**src/rtl/modport_addr_hub.sv**
```systemverilog
// ============================================================================
// Module   : modport_addr_hub
// Brief    : Holds one address per output port, flags it pending until acked,
//            and drops/counts misaligned or out-of-range requests.
// Revision : 1.0 - initial release
// ============================================================================
`default_nettype none

module modport_addr_hub #(
    parameter int ADDR_WIDTH = 32,
    parameter int NUM_PORTS  = 2,
    parameter int ALIGN_BITS = 2,
    localparam int c_sel_width = (NUM_PORTS > 1) ? $clog2(NUM_PORTS) : 1
) (
    input  logic                             clk,
    input  logic                             rst_n,
    input  logic                             in_valid,
    output logic                             in_ready,
    input  logic [ADDR_WIDTH-1:0]            in_addr,
    input  logic [c_sel_width-1:0]           in_sel,
    output logic [NUM_PORTS*ADDR_WIDTH-1:0]  out_addr,
    output logic [NUM_PORTS-1:0]             out_pending,
    input  logic [NUM_PORTS-1:0]             out_ack,
    output logic                             err_pulse,
    output logic [7:0]                       err_count
);

    localparam int                 c_sel_span  = 2 ** c_sel_width;
    localparam logic [c_sel_width:0] c_num_ports = (c_sel_width + 1)'(NUM_PORTS);

    logic [ADDR_WIDTH-1:0] r_addr [NUM_PORTS];
    logic [NUM_PORTS-1:0]  r_pending;
    logic                  r_err_pulse;
    logic [7:0]            r_err_count;

    logic                  w_sel_oob;
    logic                  w_misaligned;
    logic                  w_illegal;
    logic                  w_accept;
    logic                  w_accept_legal;
    logic                  w_accept_illegal;
    logic [c_sel_span-1:0] w_busy;
    logic [NUM_PORTS-1:0]  w_wr;

    assign w_sel_oob = ({1'b0, in_sel} >= c_num_ports);

    generate
        if (ALIGN_BITS > 0) begin : g_align
            assign w_misaligned = |in_addr[ALIGN_BITS-1:0];
        end else begin : g_no_align
            assign w_misaligned = 1'b0;
        end
    endgenerate

    assign w_illegal = w_sel_oob | w_misaligned;

    // Busy vector padded to the full select span so in_sel can index it safely
    generate
        for (genvar p = 0; p < c_sel_span; p++) begin : g_busy
            if (p < NUM_PORTS) begin : g_real
                assign w_busy[p] = r_pending[p] & ~out_ack[p];
            end else begin : g_pad
                assign w_busy[p] = 1'b0;
            end
        end
    endgenerate

    assign in_ready         = rst_n & (w_illegal | ~w_busy[in_sel]);
    assign w_accept         = in_valid & in_ready;
    assign w_accept_legal   = w_accept & ~w_illegal;
    assign w_accept_illegal = w_accept & w_illegal;

    generate
        for (genvar p = 0; p < NUM_PORTS; p++) begin : g_port
            assign w_wr[p] = w_accept_legal && (in_sel == c_sel_width'(p));
            assign out_addr[p*ADDR_WIDTH +: ADDR_WIDTH] = r_addr[p];
        end
    endgenerate

    always_ff @(posedge clk) begin
        if (!rst_n) begin
            for (int p = 0; p < NUM_PORTS; p++) begin
                r_addr[p] <= '0;
            end
            r_pending   <= '0;
            r_err_pulse <= 1'b0;
            r_err_count <= 8'd0;
        end else begin
            // A new write wins over a same-edge ack, keeping the port pending
            for (int p = 0; p < NUM_PORTS; p++) begin
                if (w_wr[p]) begin
                    r_addr[p]    <= in_addr;
                    r_pending[p] <= 1'b1;
                end else if (out_ack[p]) begin
                    r_pending[p] <= 1'b0;
                end
            end
            r_err_pulse <= w_accept_illegal;
            if (w_accept_illegal && (r_err_count != 8'hFF)) begin
                r_err_count <= r_err_count + 8'd1;
            end
        end
    end

    assign out_pending = r_pending;
    assign err_pulse   = r_err_pulse;
    assign err_count   = r_err_count;

endmodule

`default_nettype wire

```
**config.mk**
```make
export PLATFORM = sky130hd
export DESIGN_NAME = modport_addr_hub
export DESIGN_NICKNAME = d
export VERILOG_FILES = /design/src/rtl/modport_addr_hub.sv
export SDC_FILE = /design/constraint.sdc
export NUM_CORES = 1
export LEC_CHECK = 0
export ABC_CLOCK_PERIOD_IN_PS = 8300
export BUFFER_PORTS_ARGS = -buffer_cell sky130_fd_sc_hd__buf_4
export CAP_MARGIN = 20
export CORE_ASPECT_RATIO = 1.75
export CORE_MARGIN = 1
export CORE_UTILIZATION = 35
export CTS_CLUSTER_DIAMETER = 150
export CTS_CLUSTER_SIZE = 10
export DETAILED_ROUTE_END_ITERATION = 6
export RECOVER_POWER = 25
export SETUP_SLACK_MARGIN = 0.2
export SYNTH_ARGS = -nofsm -noshare
export SYNTH_HDL_FRONTEND = slang
export SYNTH_SLANG_ARGS = --single-unit
```
**constraint.sdc**
```tcl
create_clock -name clk -period 8.3 [get_ports clk]
set_input_delay 0.83 -clock clk [delete_from_list [all_inputs] [get_ports clk]]
set_output_delay 0.83 -clock clk [all_outputs]
set_load 0.01 [all_outputs]
```
==> impl_results.md, run 1 <==
* Design Area, Final at 0.00379 sq mm
* Setup Viol. Count Final at 0
* Initial core utilization at 0.367
* Max_slew headroom at 0.296
* CP Class: input pin to output port
* Status: finished clean
* Setup Buffers After CTS at 0
* Final WL at 5970 um
* Post-synth cell types at 31
* Layout Nets at 326
* YS warnings at 0
* Seq/Total Area, Yosys at 0.800
* Clock slew at reported path FFs at 0.06 ns
* Row count at 41
* Fin crit share at 0.329
* Die area at 0.00801 sq mm
* Startpoint Class: input pin
* First-pass GRT wire length at 8980 um
* Worst-path fanout max at 9
* Clock Latency Late Sink at 0.33 ns
* Via Count at 1,788
* Die width at 68.1 um
* Yosys reg bits at 75
* Via/cell ratio at 4.73
* RSZ-0062 raised after global routing: false
* Final Hold Viols at 0
* # resized after CTS at 0
* Layout cells sized above 1 at 0.301
* Post-Route Setup TNS at 0 ns
* Most frequent cells in the layout: buf_4, edfxtp_1, clkbuf_1
* DIE HEIGHT at 118 um
* First drt pass iteration count at 4
* Placed Area at 0.00366 sq mm
* H-tree level count at 3
* Mapped Cells at 162
* CP Capture Type: output port
* Overall Power at 0.000890 W
* Final Util at 0.520
* P&R area growth vs syn at 41.6%
* Hold WC Path Type: flop to flop
* WL/cell at 15.8 um
* Port Buffers at 113
* Diode count at 0
* Root buf cell: clkbuf_16
* Total core area at 0.00728 sq mm
* CTS tree: yes
* Slew at the pin closest to its max-slew limit at 1.05 ns
* Worst VDD drop at 0.127 mV
* Critical path arrival at 1.90 ns
* Total CTS buffers at 9
* RD Place Congestion at 0.759
* Clock tree sinks at 75
* Max Cap Viol at 0
* Tot GR Track Use at 0.159
* Avg Inst Size Synth at 16.5 sq um
* Gr ovfl total at 0
* Critical Path RT at 7.47 ns
* Area of the mapped netlist at 0.00268 sq mm
* # DRC at 0
* Clock skew at 0.00505 ns
* Commonest non-fill, non-tap cell in the layout: buf_4
* P per Cell Area at 235 mW/mm^2
* Initial antenna violation count at 0
* Vias in the first global route at 1,803
* P_leak at 1.53 nW
* Clock Path Buffers at 2
* Dpl hpwl at 4080 um
* Final Critical Period at 2.73 ns
* DRT iter0 DRCs at 122
* Fmax at 366 MHz
* Slew Limit Fails at 0
* Hold_buf cts at 0
* Largest net degree at the start of global routing at 33
* IO Count at 114
* Routed Antenna Nets at 0
## layer usage
metal	GRT usage	vias up	share of wire
met4	0.0820	0	0.024
met1	0.148	852	0.34
met5	0	-	0
met3	0.0591	14	0.071
met2	0.282	82	0.57
li1	-	840	-
## final timing paths
path | slack (ns) | end | cells past startpoint | start
worst max register to register | 6.52 | err_count[5] | 5 | err_count[0]
worst min register to register | 0.51 | err_count[1] | 2 | err_count[1]
worst min-delay path | 0.51 | err_count[1] | 2 | err_count[1]
worst max-delay path | 5.57 | in_ready | 4 | rst_n
## cells by family (layout without fill, tap and decap cells)
| family | Yosys count | in the layout | synth area share |
|---|---|---|---|
| buffers and inverters | 6 | 133 | 0.00841 |
| adders and majority gates | 1 | 1 | 0.00467 |
| DFF | 75 | 75 | 0.800 |
| and+or+nand+nor | 60 | 60 | 0.127 |
| other | 1 | 4 | 0.00140 |
| AOI/OAI and AO/OA | 14 | 14 | 0.0411 |
| xor gates and xnor gates | 3 | 3 | 0.00982 |
| muxes | 2 | 2 | 0.00748 |
## stage by stage
step	hold slack [ns]	worst slack, ns	instances
6_report	0.508	5.57	378
3_3_place_gp	0.484	5.75	362
4_1_cts	0.507	5.76	378
2_1_floorplan	0.508	4.31	165
5_1_grt	0.544	5.50	378
3_5_place_dp	0.493	5.73	362
## registers in the layout, indices dropped and copies added (netlist names)
name         count
err_count        8
out_pending      2
err_pulse        1
r_addr          64
## synth_stat cells
| master | number | area share |
|---|---|---|
| and3_1 | 1 | 0.0023 |
| nor2b_1 | 2 | 0.0047 |
| and2_1 | 30 | 0.070 |
| clkinv_1 | 1 | 0.0014 |
| a21oi_1 | 4 | 0.0075 |
| a31oi_1 | 1 | 0.0023 |
| nand2_1 | 7 | 0.0098 |
| nand3_1 | 4 | 0.0075 |
| nor3_1 | 2 | 0.0037 |
| inv_1 | 2 | 0.0028 |
| dfxtp_1 | 11 | 0.082 |
| o21ai_0 | 2 | 0.0037 |
| a2111oi_2 | 1 | 0.0056 |
| or3_1 | 1 | 0.0023 |
| xnor2_1 | 3 | 0.0098 |
| o21a_1 | 1 | 0.0028 |
| a211oi_1 | 1 | 0.0028 |
| conb_1 | 1 | 0.0014 |
| nor4_1 | 1 | 0.0023 |
| o211ai_4 | 1 | 0.0079 |
| or4_1 | 1 | 0.0028 |
| edfxtp_1 | 64 | 0.72 |
| a21o_1 | 1 | 0.0028 |
| and4_2 | 1 | 0.0037 |
| and3_2 | 1 | 0.0028 |
| and4_1 | 1 | 0.0033 |
| o31ai_1 | 2 | 0.0056 |
| clkbuf_1 | 3 | 0.0042 |
| ha_1 | 1 | 0.0047 |
| nor2_1 | 8 | 0.011 |
| mux2i_1 | 2 | 0.0075 |
## power breakdown
part	leakage [nW]	total, W	internal, W	switching (W)
registers	0.772	0.000430	0.000425	0.00000475
logic	0.609	0.0000563	0.0000254	0.0000309
clock network	0.150	0.000403	0.000262	0.000141
## critical path, stage by stage
cell and delay, ns:
clkbuf_1 0.35, clkinv_1 0.39, nor2_1 0.19, buf_4 0.13
## final cells by class
class	instances	area, sq um
repair buffers	114	691
inverters	3	11.3
multi-input cells	84	528
clock inverters	5	77.6
well taps	86	108
fillers	691	3490
clock buffers	11	233
flip-flops and latches	75	2140
Note: power is estimated with default switching activity, not from simulation.
==> run 2: changes to the inputs <==
--- a/config.mk
+++ b/config.mk
@@ -5,7 +5,8 @@
 export SDC_FILE = /design/constraint.sdc
 export NUM_CORES = 1
 export LEC_CHECK = 0
-export ABC_CLOCK_PERIOD_IN_PS = 8300
+export ABC_AREA = 1
+export ABC_CLOCK_PERIOD_IN_PS = 2800
 export BUFFER_PORTS_ARGS = -buffer_cell sky130_fd_sc_hd__buf_4
 export CAP_MARGIN = 20
 export CORE_ASPECT_RATIO = 1.75
==> constraint.sdc (replaced) <==
create_clock -name clk -period 2.8 [get_ports clk]
set_input_delay 0.28 -clock clk [delete_from_list [all_inputs] [get_ports clk]]
set_output_delay 0.28 -clock clk [all_outputs]
set_load 0.01 [all_outputs]
==> impl_results.md, run 2 <==
* Status: finished clean
* Gr ovfl total at 0 (unchanged)
* Clock Latency Late Sink at 0.32 ns (about the same)
* Largest area contributor in the netlist: edfxtp_1
* Fmax at 539 MHz
* P&R area growth vs syn at 41.1%
* Share of the synthesized area in the top cell type at 0.698 (-0.0196)
* Most frequent cells in the layout: buf_4, edfxtp_1, clkbuf_1
* Total CTS buffers at 9 (unchanged)
* Total core area at 0.00757 sq mm (+3.9%)
* Die width at 69.0 um (+1.4%)
* Slew at the pin closest to its max-slew limit at 0.581 ns (-0.471 ns)
* FFs w/ async S/R, synth at 0 (unchanged)
* RD Place Congestion at 0.766 (+0.95%)
* Largest net degree at the start of global routing at 33 (unchanged)
* Diode count at 0 (unchanged)
* Synth top area cells: edfxtp_1, dfxtp_1, nor2_1
* Hold_sp: in_valid
* P per Cell Area at 720 mW/mm^2 (+210%)
* Critical Path RT at 2.77 ns (-4.70 ns)
* Commonest non-fill, non-tap cell in the layout: buf_4
* Area of the multi-input gates at 448 sq um (-15%)
* Initial antenna violation count at 0 (unchanged)
* Final WL at 5940 um (-0.50%)
* Cell count of the worst reg-to-reg path at 7 (+2)
* Hold path cells at 2 (unchanged)
* Vias in the first global route at 1,981 (+9.9%)
* Overall Power at 0.00279 W (+210%)
* Slew Limit Fails at 0 (unchanged)
* Synth Flop Type: edfxtp_1
* Setup Buffers After CTS at 0 (unchanged)
* Largest register FFs at 64 (unchanged)
* Avg Inst Size Synth at 12.9 sq um (-22%)
* Post-synth EDFFs at 64 (unchanged)
* Clock Path Buffers at 2 (unchanged)
* CP Capture Type: flop
* Final Util at 0.513 (-0.00721)
* Setup Viol. Count Final at 0 (unchanged)
* Reg area at 0.00214 sq mm (unchanged)
* Port Buffers at 113 (unchanged)
* Root buf cell: clkbuf_16
* CP Class: input pin to flop
* RSZ-0062 raised after global routing: false
* # fillers at 759 (+9.8%)
* H-tree level count at 3 (unchanged)
* Hold WC Path Type: input pin to flop
* Tot GR Track Use at 0.151 (-0.00816)
* Dpl hpwl at 4280 um (+4.8%)
* Worst VDD drop at 0.363 mV (+190%)
* DRT met1 WL at 2180 um (+8.3%)
* Top-count cell post-synth: edfxtp_1
* DRT iter0 DRCs at 71 (-42%)
* Clock slew at reported path FFs at 0.05 ns (about the same)
* Post-synth cell types at 20 (-35%)
* CTS tree: yes
* Worst r2r src: out_pending[1]
* Layout Nets at 378 (+16%)
* Max Cap Viol at 0 (unchanged)
* Critical path arrival at 1.82 ns (-0.08 ns)
* Final Critical Period at 1.86 ns
* # DRC at 0 (unchanged)
* Initial core utilization at 0.364 (-0.00381)
* Top layer in use: met4
* Max_slew headroom at 0.612 (+0.316)
* Die area at 0.00823 sq mm (+2.7%)
* Largest register by flop count: r_addr
* Via Count at 1,896 (+6.0%)
* Startpoint Class: input pin
* IO Count at 114 (unchanged)
* Routed Antenna Nets at 0 (unchanged)
* YS warnings at 0 (unchanged)
* Worst Hold End: err_pulse
* Clock skew at 0.00729 ns (+0.00224 ns)
* Yosys reg bits at 75 (unchanged)
* P_leak at 1.66 nW (+8.3%)
* Most frequent cells after synthesis: edfxtp_1, nor2_1, inv_1, nand2_1, dfxtp_1
* DIE HEIGHT at 119 um (+1.4%)
* Clock tree sinks at 75 (unchanged)
* Seq/Total Area, Yosys at 0.779 (-0.0218)
* WL/cell at 13.8 um (-13%)
* Row count at 42 (+2.4%)
* First-pass GRT wire length at 9460 um (+5.3%)
* Hold_buf cts at 0 (unchanged)
* Fin crit share at 0.663
* Mapped Cells at 213 (+31%)
* Post-Route Setup TNS at 0 ns (unchanged)
* Final Hold Viols at 0 (unchanged)
* Met3 WL post-DR at 321 um (-25%)
* Worst-path fanout max at 32 (+23)
* First drt pass iteration count at 4 (unchanged)
* Layout cells sized above 1 at 0.257 (-0.0448)
* R2r setup slk at 0.97 ns (-5.55 ns)
* # resized after CTS at 0 (unchanged)
* Met2 wire len at 3310 um (-2.2%)
* Worst r2r dst: r_addr[0][37]
* Via/cell ratio at 4.40 (-7.0%)
* Area of the mapped netlist at 0.00275 sq mm (+2.8%)
[run 2: cell types whose count changed after synthesis, sizes merged, moves of 4 or more]
| cell | delta |
|---|---|
| o21ai | +4 |
| nor2 | +39 |
| inv | +41 |
| and2 | -30 |
| nand2 | +11 |
[run 2: critical path, stage by stage]
cell	delay, ns
clkbuf_1	0.44
nand4_1	0.31
buf_4	0.26
o21ai_4	0.11
buf_4	0.39
[run 2: power by group]
part	switching, W	internal (W)	total, W
Clock	0.000415	0.000867	0.00128
Sequential	0.0000241	0.00128	0.00131
Combinational	0.000118	0.0000870	0.000205
Total	0.000557	0.00224	0.00279
[run 2: how the worst max path moves through the flow]
| stage | from | to | slack (ns) |
|---|---|---|---|
| after floorplan | in_addr[0] | r_addr[0][0] | 0.09 |
| after global placement | in_addr[0] | r_addr[0][34] | 0.78 |
| after detailed placement | in_addr[0] | r_addr[0][37] | 0.75 |
| after CTS | out_pending[1] | r_addr[0][37] | 0.97 |
| after global routing | rst_n | r_addr[0][37] | 0.82 |
| final | rst_n | r_addr[0][37] | 0.94 |
[run 2: per-stage QoR]
stage	instances	instance area, sq um	setup slack (ns)	hold WS (ns)
6_report	431	3880	0.945	0.272
3_3_place_gp	416	3740	0.784	0.473
4_1_cts	431	4080	0.970	0.258
5_1_grt	431	3880	0.821	0.264
2_1_floorplan	216	2760	0.0946	0.463
3_5_place_dp	416	3740	0.747	0.494
[run 2: cell type report]
type                       count  area share
sequential                    75       0.552
tap                           88      0.0284
clock inverter                 6      0.0290
multi-input combinational     93       0.115
timing repair buffer         117       0.176
clock buffer                   9      0.0580
inverter                      43      0.0416
[run 2: logic make-up after synthesis]
kind of cell / synth area share
other: 0.00136
buffers and inverters: 0.0709
AO/OA/AOI/OAI: 0.0277
AND/OR/NAND/NOR: 0.114
XOR/XNOR: 0.00318
adder cells (fa/ha/maj): 0.00455
flip-flops: 0.779
[run 2: per-layer routing]
metal,track usage,vias up
met2,0.272,66
met1,0.158,883
met4,0.0676,0
li1,-,939
met5,0,-
met3,0.0448,8
==> run 3: changes to the inputs <==
--- a/config.mk
+++ b/config.mk
@@ -6,7 +6,7 @@
 export NUM_CORES = 1
 export LEC_CHECK = 0
 export ABC_AREA = 1
-export ABC_CLOCK_PERIOD_IN_PS = 2800
+export ABC_CLOCK_PERIOD_IN_PS = 1500
 export BUFFER_PORTS_ARGS = -buffer_cell sky130_fd_sc_hd__buf_4
 export CAP_MARGIN = 20
 export CORE_ASPECT_RATIO = 1.75
==> constraint.sdc (replaced) <==
create_clock -name clk -period 1.5 [get_ports clk]
set_input_delay 0.15 -clock clk [delete_from_list [all_inputs] [get_ports clk]]
set_output_delay 0.15 -clock clk [all_outputs]
set_load 0.01 [all_outputs]
==> impl_results.md, run 3 (synthesis results as in run 2) <==
* Status: finished clean
* Critical path's slowest cell: dfxtp_2
* Vias in the first global route at 1,972 (-0.45%)
* Worst-path fanout max at 7 (-78%)
* DRT iter0 DRCs at 136 (+92%)
* Tot GR Track Use at 0.155 (+0.00435)
* WL/cell at 14.3 um (+3.6%)
* Dpl hpwl at 4520 um (+5.6%)
* Largest register by flop count: r_addr
* Largest register FFs at 64 (unchanged)
* Setup WS pre-CTS at -0.0473 ns (-0.795 ns)
* Via/cell ratio at 4.38 (-0.45%)
* Die width at 69.0 um (unchanged)
* Final Critical Period at 1.46 ns
* Clock skew at 0.00622 ns (-0.00107 ns)
* Gr ovfl total at 0 (unchanged)
* Final Hold Viols at 0 (unchanged)
* Routed Antenna Nets at 0 (unchanged)
* Setup Viol. Count Final at 0 (unchanged)
* Via Count at 1,962 (+3.5%)
* Worst VDD drop at 0.633 mV (+74%)
* Commonest non-fill, non-tap cell in the layout: buf_4
* Row count at 42 (unchanged)
* Clock tree sinks at 75 (unchanged)
* Initial antenna violation count at 0 (unchanged)
* Startpoint Class: flop
* Clock slew at reported path FFs at 0.06 ns (about the same)
* Largest net degree at the start of global routing at 23 (-30%)
* RD Place Congestion at 0.804 (+5.0%)
* Total CTS buffers at 9 (unchanged)
* Worst-path cell chain: nand3_2 > nand2_2 > inv_2 > nand4_1 > buf_6 > o21ai_4 > buf_12 > clkbuf_16
* P_leak at 1.96 nW (+18%)
* CP top delay family: buffers and inverters
* Critical path arrival at 1.50 ns (-0.32 ns)
* CTS tree: yes
* Final WL at 6390 um (+7.7%)
* P per Cell Area at 1200 mW/mm^2 (+67%)
* Design Area, Final at 0.00437 sq mm (+13%)
* RSZ-0062 raised after global routing: true
* Most frequent cells in the layout: buf_4, edfxtp_1, nor2_1
* First drt pass iteration count at 4 (unchanged)
* Diode count at 0 (unchanged)
* Clock Path Buffers at 2 (unchanged)
* P&R area growth vs syn at 58.9%
* First-pass GRT wire length at 9550 um (+0.95%)
* CP Class: flop to flop
* Layout cells sized above 1 at 0.489 (+0.232)
* Fmax at 685 MHz
* Fin crit share at 0.973
* Final Worst Setup Slack at 0.0400 ns (-0.905 ns)
* Root buf cell: clkbuf_16
* Max Cap Viol at 0 (unchanged)
* CP Capture Type: flop
* Slew Limit Fails at 0 (unchanged)
* CP bufs+invs at 4 (+1)
* Port Buffers at 113 (unchanged)
* Placed Area at 0.00386 sq mm (+3.3%)
* Total core area at 0.00757 sq mm (unchanged)
* Post-Route Setup TNS at 0 ns (unchanged)
* IO Count at 114 (unchanged)
* Overall Power at 0.00525 W (+88%)
* DIE HEIGHT at 119 um (unchanged)
* # DRC at 0 (unchanged)
* Die area at 0.00823 sq mm (unchanged)
* Hold WC Path Type: input pin to flop
* Initial core utilization at 0.364 (unchanged)
* Clock Latency Late Sink at 0.32 ns (about the same)
* H-tree level count at 3 (unchanged)
* Worst stage delay on the critical path at 0.32 ns (-0.12 ns)
* Critical Path RT at 1.54 ns (-1.23 ns)
* Layout Nets at 394 (+4.2%)
run 3: changes by cell type in the layout (fill, tap and decap cells not counted), sizes merged:
cell,previous run,this run
clkinv,2,3
clkbuf,61,12
inv,44,45
buf,65,129
bufinv,3,2
nand2,18,19
run 3: stage by stage:
stage               utilization  cells  hold WS, ns
global placement          0.511    424        0.470
detailed placement        0.511    424        0.467
finish                    0.578    448        0.155
global route              0.578    448        0.161
CTS                       0.558    442        0.150
floorplan                     -    216        0.326
run 3: layout make-up:
cell class / instances / area (sq um)
clock buffer: 9 / 225
clock inverter: 7 / 98.8
fill: 672 / 3200
inverter: 43 / 161
multi-input combinational: 94 / 538
sequential: 75 / 2150
tap: 88 / 110
timing repair buffer: 132 / 1090
run 3: path summary, 6_finish.rpt:
| check | start | end | slack (ns) | depth (start not counted) |
|---|---|---|---|---|
| min | in_sel | out_pending[0] | 0.16 | 4 |
| max reg2reg | out_pending[1] | r_addr[0][16] | 0.04 | 8 |
| min reg2reg | err_count[2] | err_count[2] | 0.48 | 2 |
| max | out_pending[1] | r_addr[0][16] | 0.04 | 8 |
run 3: worst reg2reg max path: cells and delay by family, from the launching register on:
family,cells,cell delay [ns]
buffers and inverters,4,0.50
flip-flops,1,0.32
AND/OR/NAND/NOR,3,0.23
AO/OA/AOI/OAI,1,0.14
run 3: report_power, final:
part	switching (W)	total, W	internal, W
clock	0.000811	0.00228	0.00147
combinational	0.000243	0.000531	0.000288
sequential	0.0000466	0.00244	0.00239
run 3: routing by layer:
| metal | wire length, um | vias up | track usage | part of all wire |
|---|---|---|---|---|
| li1 | - | 970 | - | - |
| met1 | 2060 | 911 | 0.138 | 0.32 |
| met2 | 3780 | 69 | 0.299 | 0.59 |
| met3 | 374 | 12 | 0.0381 | 0.059 |
| met4 | 183 | 0 | 0.0995 | 0.029 |
| met5 | 0 | - | 0 | 0 |
run 3: timing repair:
action | 4_1_cts | 5_1_grt
gates resized for setup | 6 | 18
pin swaps | 1 | 5
cloned | 1 | 2
endpoints found under the setup margin | 129 | 134
buffers inserted | 1 | 4
hold buffers | 0 | 0
